$ cat src/rtl/jtframe_gain_fader.sv
// Four-channel gain slewer for the mixer: each live gain walks one LSB per fade
// tick toward its (optionally muted) target; ticks come from dividing the sample enable.
module jtframe_gain_fader #(
  parameter int         DIVW    = 8,
  parameter logic [7:0] RST_TGT = 8'h10
) (
  input  logic            rst_n,
  input  logic            clk,
  input  logic            cen,
  input  logic            wr,
  input  logic [1:0]      addr,
  input  logic [7:0]      din,
  input  logic [DIVW-1:0] step_div,
  input  logic            mute,
  output logic [7:0]      gain0,
  output logic [7:0]      gain1,
  output logic [7:0]      gain2,
  output logic [7:0]      gain3,
  output logic            busy,
  output logic            done
);

  logic [7:0]      tgt_q [4];
  logic [7:0]      tgt_d [4];
  logic [7:0]      cur_q [4];
  logic [7:0]      cur_d [4];
  logic [7:0]      eff   [4];
  logic [3:0]      diff;
  logic [DIVW-1:0] cnt_q, cnt_d;
  logic            busy_l_q, busy_l_d;
  logic            done_q, done_d;
  logic            tick;

  // The >= compare lets a step_div lowered below cnt fire on the next cen.
  always_comb begin
    // NOTE: every comb output gets a default first so no path leaves it unassigned (no latch).
    tick  = 1'b0;
    cnt_d = cnt_q;
    if (cen) begin
      if (cnt_q >= step_div) begin
        cnt_d = '0;
        tick  = 1'b1;
      end else begin
        cnt_d = cnt_q + DIVW'(1);
      end
    end
  end

  // Steps compare against the registered target, so a write on a tick edge
  // only influences the following tick.
  always_comb begin
    for (int n = 0; n < 4; n++) begin
      eff[n]   = mute ? 8'h00 : tgt_q[n];
      diff[n]  = (cur_q[n] != eff[n]);
      tgt_d[n] = tgt_q[n];
      cur_d[n] = cur_q[n];
      if (tick) begin
        if (cur_q[n] < eff[n])      cur_d[n] = cur_q[n] + 8'd1;
        else if (cur_q[n] > eff[n]) cur_d[n] = cur_q[n] - 8'd1;
      end
    end
    if (wr) tgt_d[addr] = din;
  end

  assign busy     = |diff;
  assign busy_l_d = busy;
  assign done_d   = busy_l_q & ~busy;

  always_ff @(posedge clk or negedge rst_n) begin
    if (!rst_n) begin
      // NOTE: the small target file is reset (unlike a RAM) because RST_TGT defines the power-up fade-in.
      for (int n = 0; n < 4; n++) begin
        tgt_q[n] <= RST_TGT;
        cur_q[n] <= 8'h00;
      end
      cnt_q    <= '0;
      busy_l_q <= 1'b0;
      done_q   <= 1'b0;
    end else begin
      // NOTE: non-blocking assignments so every flop samples pre-edge values.
      for (int n = 0; n < 4; n++) begin
        tgt_q[n] <= tgt_d[n];
        cur_q[n] <= cur_d[n];
      end
      cnt_q    <= cnt_d;
      busy_l_q <= busy_l_d;
      done_q   <= done_d;
    end
  end

  assign gain0 = cur_q[0];
  assign gain1 = cur_q[1];
  assign gain2 = cur_q[2];
  assign gain3 = cur_q[3];
  assign done  = done_q;

endmodule

$ cat config.mk
export PLATFORM = sky130hd
export DESIGN_NAME = jtframe_gain_fader
export DESIGN_NICKNAME = d
export VERILOG_FILES = /design/src/rtl/jtframe_gain_fader.sv
export SDC_FILE = /design/constraint.sdc
export NUM_CORES = 1
export LEC_CHECK = 0
export BUFFER_PORTS_ARGS = -buffer_cell sky130_fd_sc_hd__buf_4
export CORE_ASPECT_RATIO = 1.25
export CORE_UTILIZATION = 54
export CTS_CLUSTER_DIAMETER = 100
export CTS_CLUSTER_SIZE = 24
export DETAILED_ROUTE_END_ITERATION = 10
export HOLD_SLACK_MARGIN = 0.02
export PLACE_DENSITY_LB_ADDON = 0.05
export SYNTH_ARGS = -nofsm -noshare
export SYNTH_HDL_FRONTEND = slang
export SYNTH_SLANG_ARGS = --single-unit
$ cat constraint.sdc
create_clock -name clk -period 3.5 [get_ports clk]
set_clock_uncertainty 0.15 [all_clocks]
set_input_delay 0.175 -clock clk [delete_from_list [all_inputs] [get_ports clk]]
set_output_delay 0.175 -clock clk [all_outputs]
set_load 0.05 [all_outputs]
==> results by group, run 1 <==
Run status
  • Status: completed

Setup path
  • Critical Path Fanout Max: 6
  • Worst path required time: 3.57 ns
  • Reg-to-Reg Start: gain2[1]
  • Critical path startpoint category: flip-flop
  • Crit-path cells: ha_1, nor2b_1, o211ai_1, a21oi_1, or2_4, ha_1, a21oi_2, nor2_1, o311ai_2, o211ai_1, or4_2, o311ai_0
  • Crit path DAT: 3.44 ns
  • CP max-delay cell: or4_2
  • Max stage delay on crit path: 0.54 ns
  • Setup CP Type: reg -> reg
  • Worst path bufs/invs: 0
  • Worst r2r path cells: 12
  • FF-to-FF setup slack: approximately 0.13 ns
  • Crit path capture type: flip-flop
  • CP top delay family: simple AND/OR/NAND/NOR gates
  • FF-to-FF End: gain2[7]

Final layout
  • Layout cells sized above 1: about a third
  • Post-route cell area: roughly 6300 sq um
  • Fill cell count: 752
  • Multi-input gate area: approximately 3200 sq um
  • Register area: 1860 sq um
  • ANT cells: 0
  • Area Overhead vs Synth: 22.6%
  • Nets@finish: 658

Pwr
  • Clock network power share: 15.6%
  • Switching Fraction: a little over two fifths
  • Seq pwr share: a little under a quarter
  • Psw: 0.00264 W
  • Static Leak: 2.86 nW
  • Pwr Total: 0.00603 W
  • Power Density: approximately 950 nW/um^2
  • Combinational fraction of design power: 60.9%
  • Max VDD drop: 0.696 mV
  • Internal Pwr Total: ~0.0034 W

Global route
  • Global-route wire length before repair: 17.7 mm
  • Total global routing overflow: 0
  • Largest net degree at the start of global routing: 75
  • Number of global-route vias before repair: just under 4,000
  • Total track usage: about a quarter
  • Initial antenna violation count: 0

Clock tree
  • Clock Tree Buf Depth: 2
  • Total CTS buffers: 9
  • H-tree depth: 3
  • Clk_lat worst skew: 0.34 ns
  • TritonCTS clock tree: built
  • Reg clk slew, reported paths: roughly 0.06 ns
  • Root Driver: clkbuf_16
  • Sink Count: 74

Floorplanning
  • Core Rows: 39
  • Die width: around 89 um
  • Die ar.: 9940 sq um
  • # IOs: 57
  • Starting density of the core: between 50% and 60%
  • Die H: 111 um
  • Core Region: 9220 sq um

Synth
  • Post-synth EDFFs: 0
  • Syn_area_per_cell: 10.9 sq um
  • Post-synthesis sequential area ratio: 36.0%
  • Top cells by area, synth: dfrtp_1 34%, ha_1 16%, mux2_2 9.6%, a21oi_1 4.1%, nand2b_1 3.6%
  • Number of synthesis warnings: 0
  • Count leader, synth: dfrtp_1
  • Seq cells post-synth: 74
  • Most frequent cells after synthesis: 70 x dfrtp_1, 65 x ha_1, 44 x mux2_2
  • Synth top area share: 34.0%
  • Async set-reset flop share out of synthesis: 100%
  • Cell Area, Synth: 5150 sq um
  • Syn nets: between 500 and 600
  • Top FF cell, synth: dfrtp_1
  • Synth area leader: dfrtp_1
  • Post-synthesis cell type count: between 40 and 50
  • Cells after synthesis: 474

Min path
  • Worst hold endpoint: tgt_q[24]
  • Worst min-delay path class: in -> reg
  • Hold path start: addr[1]
  • Hold path depth: 3

Place
  • Placed cell area: 5830 sq um
  • Placer Congestion: 0.877
  • IO Port Bufs: 56
  • Final HPWL DP: approximately 7.6 mm

STA
  • Final-report max-slew violation count: 0
  • Hold WS: 0.152 ns
  • Final setup viols: 0
  • F_max: 297 MHz
  • RSZ-0062 raised after global routing: yes
  • Slew at the pin closest to its max-slew limit: 0.942 ns
  • Final Hold Viols: 0
  • Tmin final: 3.37 ns
  • Fin crit share: a little over nine tenths
  • Worst rel slew slack: 37.2%
  • TNS Setup: 0 ns

Routing
  • 1st-iter DRT viols: about 150
  • Final wirelength: 10.8 mm
  • Vias/cell: 5.56
  • Detailed Routing Iterations Pass 1: 4
  • Vias after detailed routing: 3,858
  • Detail Route Antenna Nets: 0
  • Wire length per cell: 15.5 um
  • DRC viols: 0

Job
  • Maximum Capacitance Violations: 0
## worst register-to-register path: stages (launching register included)
cell,delay (ns)
dfrtp_2,0.41
ha_1,0.30
nor2b_1,0.14
o211ai_1,0.22
a21oi_1,0.15
or2_4,0.30
ha_1,0.30
a21oi_2,0.16
nor2_1,0.08
o311ai_2,0.24
o211ai_1,0.14
or4_2,0.54
o311ai_0,0.11
## cell usage in the layout, fill, tap and decap left out, drive strengths merged, types with 8 or more instances in the layout
cell type and n:
mux2 56, o211ai 8, inv 25, dlygate4sd3 10, clkbuf 14, nor2b 13
ha 65, nand2 9, nand2b 31, xnor2 20, nand4 10, dfrtp 70
nor2 26, buf 76, a21oi 46, nand3 12
## layer usage
metal | up-vias | global-route usage (%) | share of wire [%]
met2 | 55 | 39.0 | 51
li1 | 1912 | - | -
met4 | 0 | 9.63 | 1.9
met5 | - | 0 | 0
met1 | 1874 | 29.8 | 45
met3 | 17 | 2.98 | 2.1
## stage by stage
step           util [%]  cells  setup WS [ns]
6_report           68.5    694          0.133
2_1_floorplan         -    474         0.0129
3_5_place_dp       63.2    665        -0.0775
5_1_grt            68.5    694         -0.112
4_1_cts            67.5    691         0.0171
3_3_place_gp       63.2    665         0.0183
## cell type report
type / instances / area share (%)
clock buffer: 14 / 4.18
clock inverter: 2 / 0.554
inverter: 25 / 1.49
multi-input combinational: 370 / 51.3
sequential: 74 / 29.5
tap: 123 / 2.44
timing repair buffer: 86 / 10.6
## registers in the layout, indices dropped and copies added, names as in the netlist
register  flops
busy_l_q      1
cnt_q         8
done          1
gain0         8
gain1         8
gain2         8
gain3         8
tgt_q        32
## power by group through the flow
stage	Combinational (W)	Sequential, W	Clock (W)
3_5_place_dp	0.00350	0.00142	0
4_1_cts	0.00355	0.00141	0.000954
3_3_place_gp	0.00341	0.00141	0
5_1_grt	0.00405	0.00146	0.000997
2_1_floorplan	0.00213	0.00192	0
6_report	0.00367	0.00142	0.000942
## how the worst max path moves through the flow
stage                     startpoint  slack [ns]  depth (start not counted)        to
final                       gain2[1]        0.13                         12  gain2[7]
after global routing        gain2[1]       -0.11                         12  gain2[7]
after CTS                   gain2[1]        0.02                         12  gain2[7]
after detailed placement        mute       -0.08                         14  gain0[7]
after global placement          mute        0.02                         14  gain2[7]
after floorplan             gain0[7]        0.01                         11  gain0[7]
## cell families (layout without fill, tap and decap cells)
logic type / Yosys count / after routing / share of synthesized area [%]
AO/OA/AOI/OAI: 90 / 90 / 12.3
AND/OR/NAND/NOR: 127 / 127 / 14.1
buffers and inverters: 30 / 127 / 2.40
flip-flops: 74 / 74 / 36.0
XOR/XNOR: 27 / 27 / 4.59
adder cells (fa/ha/maj): 69 / 69 / 17.3
multiplexers: 57 / 57 / 13.3
## timing repair
item	4_1_cts	5_1_grt
endpoints found under the hold margin	104	0
gates resized for setup	0	13
hold buffers	10	0
buffers inserted	0	3
setup endpoints to repair	0	4
Power figures use the tool's default switching activity.
==> run 2: changes to the inputs <==
Settings changed: MAX_ROUTING_LAYER from default to met4, SKIP_LAST_GASP from default to 1.
==> results by group, run 2 (same netlist as run 1, synthesis figures left out) <==
STA
  • Final-report max-slew violation count: 0
  • Final Hold Viols: 0
  • Tmin final: 3.36 ns
  • TNS Setup: 0 ns
  • Slew at the pin closest to its max-slew limit: about 0.94 ns
  • F_max: 297 MHz
  • Worst rel slew slack: 37.2%
  • Final setup viols: 0
  • RSZ-0062 raised after global routing: yes
  • Fin crit share: 96.1%

Run status
  • Status: completed

Floorplanning
  • # IOs: 57
  • Die ar.: 9940 sq um
  • Starting density of the core: 55.9%
  • Die width: 89.4 um
  • Core Region: 9220 sq um
  • Die H: between 100 and 150 um
  • Core Rows: 39

Final layout
  • Fill cell count: 752
  • Area Overhead vs Synth: 22.6%
  • ANT cells: 0
  • Nets@finish: 658
  • Largest reg by FF count: tgt_q
  • Max reg flops: 32
  • Commonest non-fill, non-tap cell in the layout: buf_4
  • Final core utilization: slightly below 70%
  • Register area: 1860 sq um
  • Commonest cells after routing, fill and taps aside: 76 x buf_4, 66 x dfrtp_1, 62 x ha_1
  • Layout cells sized above 1: around 32%
  • Multi-input gate area: roughly 3200 sq um

Setup path
  • Reg-to-Reg Start: gain2[1]
  • Critical path startpoint category: flip-flop
  • Worst r2r path cells: 12
  • FF-to-FF setup slack: 0.14 ns
  • Crit path DAT: 3.43 ns
  • Crit path capture type: flip-flop
  • Critical Path Fanout Max: 6
  • Worst path required time: 3.57 ns
  • Crit. Startpoint: gain2[1]
  • FF-to-FF End: gain2[7]
  • Setup CP Type: reg -> reg

Global route
  • Global-route wire length before repair: 17.8 mm
  • Largest net degree at the start of global routing: 75
  • Number of global-route vias before repair: 3,886
  • Total global routing overflow: 0
  • Grt met2 use: between 30% and 40%
  • GRT busiest layer: met2
  • Met1 Usage GRT: 29.6%
  • Initial antenna violation count: 0
  • Met3 Usage GRT: under 10%
  • Total track usage: 23.9%

Clock tree
  • Root Driver: clkbuf_16
  • Reg clk slew, reported paths: about 0.060 ns
  • Clock Tree Buf Depth: 2
  • TritonCTS clock tree: built
  • H-tree depth: 3
  • Sink Count: between 70 and 80
  • Total CTS buffers: 9
  • Clk_lat worst skew: 0.34 ns

Pwr
  • Static Leak: around 2.9 nW
  • Max VDD drop: 0.696 mV
  • Power Density: 954 nW/um^2

Min path
  • Worst min-delay path class: in -> reg
  • Hold path start: addr[1]
  • Hold path depth: 3
  • Worst hold endpoint: tgt_q[24]

Place
  • Placer Congestion: 0.892
  • IO Port Bufs: 56
  • Final HPWL DP: between 7 and 8 mm

Routing
  • Detail Route Antenna Nets: 0
  • Wire length per cell: 15.5 um
  • Final wirelength: 10.8 mm
  • Vias/cell: 5.56
  • DRC viols: 0
  • Detailed Routing Iterations Pass 1: 4
  • Vias after detailed routing: 3,858
  • 1st-iter DRT viols: approximately 150

Job
  • Maximum Capacitance Violations: 0
run 2: cell counts in the layout (fill, tap and decap cells not counted):
Identical to the previous run, type by type.
run 2: what timing repair did:
| action | 4_1_cts | 5_1_grt |
|---|---|---|
| hold buffers | 10 | 0 |
| setup buffers | 0 | 3 |
| gates resized for setup | 0 | 13 |
| endpoints found under the setup margin | 0 | 4 |
| endpoints found under the hold margin | 104 | 0 |
run 2: how the worst max path moves through the flow:
stage	slack (ns)	endpoint	cells after the start
floorplan	0.01	gain0[7]	11
global placement	0.02	gain2[7]	14
detailed placement	-0.08	gain0[7]	14
CTS	0.02	gain2[7]	12
global route	-0.11	gain2[7]	12
finish	0.14	gain2[7]	12
run 2: power by group:
group	internal [W]	switching, W	total [W]
clock network	0.000591	0.000348	0.000939
logic	0.00168	0.00200	0.00367
registers	0.00113	0.000288	0.00142
run 2: worst max-delay path, stage by stage, from the launching register on:
cell and delay (ns):
dfrtp_2 0.41, ha_1 0.30, nor2b_1 0.14, o211ai_1 0.21, a21oi_1 0.15, or2_4 0.30, ha_1 0.30, a21oi_2 0.16
nor2_1 0.08, o311ai_2 0.24, o211ai_1 0.14, or4_2 0.54, o311ai_0 0.11
run 2: per-stage QoR:
step | area [sq um] | instances | power, W | setup slack [ns] | hold WS [ns]
2_1_floorplan | 5160 | 474 | 0.00405 | 0.0129 | -0.271
3_3_place_gp | 5830 | 665 | 0.00482 | 0.0183 | 0.226
3_5_place_dp | 5830 | 665 | 0.00492 | -0.0775 | 0.239
4_1_cts | 6230 | 691 | 0.00591 | 0.0171 | 0.146
5_1_grt | 6320 | 694 | 0.00650 | -0.112 | 0.157
6_report | 6320 | 694 | 0.00603 | 0.137 | 0.154
run 2: layer usage:
| metal | vias up | share of wire, % | routed length [um] |
|---|---|---|---|
| li1 | 1912 | - | - |
| met1 | 1872 | 45 | 4840 |
| met2 | 58 | 51 | 5500 |
| met3 | 16 | 2.0 | 218 |
| met4 | 0 | 1.8 | 193 |
| met5 | - | 0 | 0 |
run 2: layout make-up:
cell class                      instances  share of cell area, %
Multi-Input combinational cell        370                   51.3
Sequential cell                        74                   29.5
Clock buffer                           14                   4.18
Timing Repair Buffer                   86                   10.6
Clock inverter                          2                  0.554
Inverter                               25                   1.49
Tap cell                              123                   2.44
==> run 3: changes to the inputs <==
Settings changed: ABC_AREA from default to 1.
==> results by group, run 3 <==
Final layout
  • Final core utilization: 65.3%
  • Area Overhead vs Synth: 16.2%
  • Commonest non-fill, non-tap cell in the layout: nand2_1
  • Commonest cells after routing, fill and taps aside: 225 x nand2_1, 80 x inv_1, 70 x dfrtp_1
  • Largest reg by FF count: tgt_q
  • ANT cells: 0
  • Max reg flops: 32
  • Layout cells sized above 1: 14.5%
  • Nets@finish: 818
  • Post-route cell area: 6060 sq um

Floorplanning
  • Core Rows: 39
  • # IOs: 57
  • Die ar.: roughly 10,000 sq um
  • Die H: 112 um
  • Core Region: 9270 sq um
  • Die width: 89.9 um
  • Starting density of the core: 56.2%

Min path
  • Hold path start: din[1]
  • Worst min-delay path class: in -> reg

Clock tree
  • Total CTS buffers: 9
  • TritonCTS clock tree: built
  • Post-CTS setup buffer count: 0
  • Clock Tree Buf Depth: 2
  • Sink Count: 74
  • Post_cts resized: 0
  • Reg clk slew, reported paths: ~0.060 ns
  • Clk_lat worst skew: 0.33 ns
  • Root Driver: clkbuf_16
  • H-tree depth: 3
  • Hold-fix buffers, CTS: 3

Pwr
  • Psw: 0.00328 W
  • Power Density: 1080 nW/um^2
  • Internal Pwr Total: 0.00327 W
  • Seq pwr share: 21.4%
  • Switching Fraction: 50.1%
  • Combinational fraction of design power: 63.3%
  • Clock network power share: 15.3%
  • Max VDD drop: 0.859 mV
  • Static Leak: 3.36 nW

STA
  • Fin crit share: 84.3%
  • F_max: 339 MHz
  • Final Hold Viols: 0
  • Tmin final: 2.95 ns
  • TNS Setup: 0 ns
  • Final-report max-slew violation count: 0
  • Slew at the pin closest to its max-slew limit: about 0.94 ns
  • Final setup viols: 0
  • RSZ-0062 raised after global routing: no
  • Worst rel slew slack: 37.3%

Global route
  • Initial antenna violation count: 0
  • Total track usage: 24.3%
  • Number of global-route vias before repair: 4,237
  • Total global routing overflow: 0
  • Largest net degree at the start of global routing: 75
  • Global-route wire length before repair: 19.1 mm

Synth
  • Cells after synthesis: 667
  • Most frequent cells after synthesis: 225 x nand2_1, 80 x inv_1, 70 x dfrtp_1
  • Count leader, synth: nand2_1
  • Syn nets: 759
  • Synth area leader: dfrtp_1
  • Post-synth EDFFs: 0
  • Cell Area, Synth: ~5200 sq um
  • Adder-Cell Fraction of Synth Area: 17.1%
  • Synth Area in XOR/XNOR: 3.70%
  • Post-synthesis cell type count: 29
  • Synth top area share: 33.6%
  • Syn_area_per_cell: 7.81 sq um
  • Top cells by area, synth: dfrtp_1 34%, nand2_1 16%, ha_1 16%, inv_1 5.8%, o21ai_0 3.5%
  • Post-synthesis sequential area ratio: 35.6%
  • Synth Area in Simple Gates: approximately a quarter
  • Largest family of logic cells by synthesized area: simple AND/OR/NAND/NOR gates
  • Async set-reset flop share out of synthesis: 100%
  • Number of synthesis warnings: 0
  • Synth Area in Compound Gates: 11.7%
  • Multiplexer share of the synthesized area: 0%
  • Seq cells post-synth: 74
  • Top FF cell, synth: dfrtp_1

Routing
  • 1st-iter DRT viols: 229
  • Detail Route Antenna Nets: 0
  • Wire length per cell: 12.8 um
  • Vias after detailed routing: 4,402
  • DRC viols: 0
  • Detailed Routing Iterations Pass 1: 4
  • Final wirelength: roughly 11 mm
  • Vias/cell: roughly 5.2

Setup path
  • Critical Path Fanout Max: 8
  • Reg-to-Reg Start: tgt_q[20]
  • Worst path required time: 3.58 ns
  • Crit. Startpoint: tgt_q[20]
  • Crit path capture type: flip-flop
  • Critical path startpoint category: flip-flop
  • Setup CP Type: reg -> reg
  • Crit path DAT: approximately 3 ns

Job
  • Maximum Capacitance Violations: 0

Place
  • IO Port Bufs: 56
  • Final HPWL DP: just over 8 mm
  • Placed cell area: 5710 sq um
  • Placer Congestion: ~0.9

Run status
  • Status: completed
## run 3: cell count changes in the layout (fill, tap and decap cells not counted), sizes merged, moves of 8 or more
cell / delta
a21oi: -14
buf: -20
inv: +57
mux2: -56
nand2: +223
nand2b: -31
nand3: +9
nor2: +13
nor2b: -13
o211ai: -8
o21ai: +47
xnor2: -12
## run 3: cells by family after synthesis
logic type	after synthesis
flip-flops	74
AND/OR/NAND/NOR	307
XOR/XNOR	22
AO/OA/AOI/OAI	102
adder cells (fa/ha/maj)	69
buffers and inverters	93
## run 3: worst paths after layout
| check | endpoint | slack [ns] | depth (start not counted) |
|---|---|---|---|
| max in group asynchronous | tgt_q[16] | 2.22 | 2 |
| hold / removal | tgt_q[17] | 0.04 | 3 |
| setup / recovery | gain1[7] | 0.55 | 16 |
| min in group asynchronous | cnt_q[0] | 0.37 | 2 |
| setup reg to reg | gain1[7] | 0.55 | 16 |
| hold reg to reg | done | 0.32 | 2 |
## run 3: final cells by class
type,count,area (sq um)
multi-input cells,500,2960
flip-flops and latches,74,1860
inverters,82,315
repair buffers,59,450
clock inverters,5,77.6
fillers,820,3220
well taps,123,154
clock buffers,11,243
## run 3: power groups by stage
stage	Combinational, W	Sequential (W)	Clock, W
final	0.00414	0.00140	0.00100
after global routing	0.00473	0.00145	0.00106
after CTS	0.00415	0.00140	0.00102
after detailed placement	0.00410	0.00141	0
after global placement	0.00399	0.00141	0
after floorplan	0.00280	0.00185	0
## run 3: per-stage QoR
step	std cells	worst slack, ns	power, W	hold slack, ns
floorplan	667	0.576	0.00465	-0.271
global placement	835	0.324	0.00541	0.218
detailed placement	835	0.282	0.00551	0.228
CTS	854	0.570	0.00657	0.0229
global route	854	0.196	0.00723	0.0458
finish	854	0.551	0.00654	0.0387
## run 3: critical path, cell delays in order, from the launching register on
cell and delay (ns):
dfstp_2 0.53, nand2_1 0.05, ha_1 0.29, nand2_1 0.04, nor2_1 0.15, nand2_1 0.11, nand2_1 0.27, ha_1 0.35
or2_2 0.30, nand2_1 0.12, nor2_1 0.05, nor2_1 0.10, nand3_1 0.07, nand2_1 0.06, inv_1 0.05, nand3_1 0.08
nand2_1 0.05
## run 3: metal layers
metal  part of all wire (%)  global-route usage (%)  vias to the layer above
met4                    1.2                    7.53                        0
met3                    3.8                    5.19                       10
li1                       -                       -                     2272
met1                     45                    29.5                     2037
met2                     50                    40.7                       83
met5                      0                       -                        -
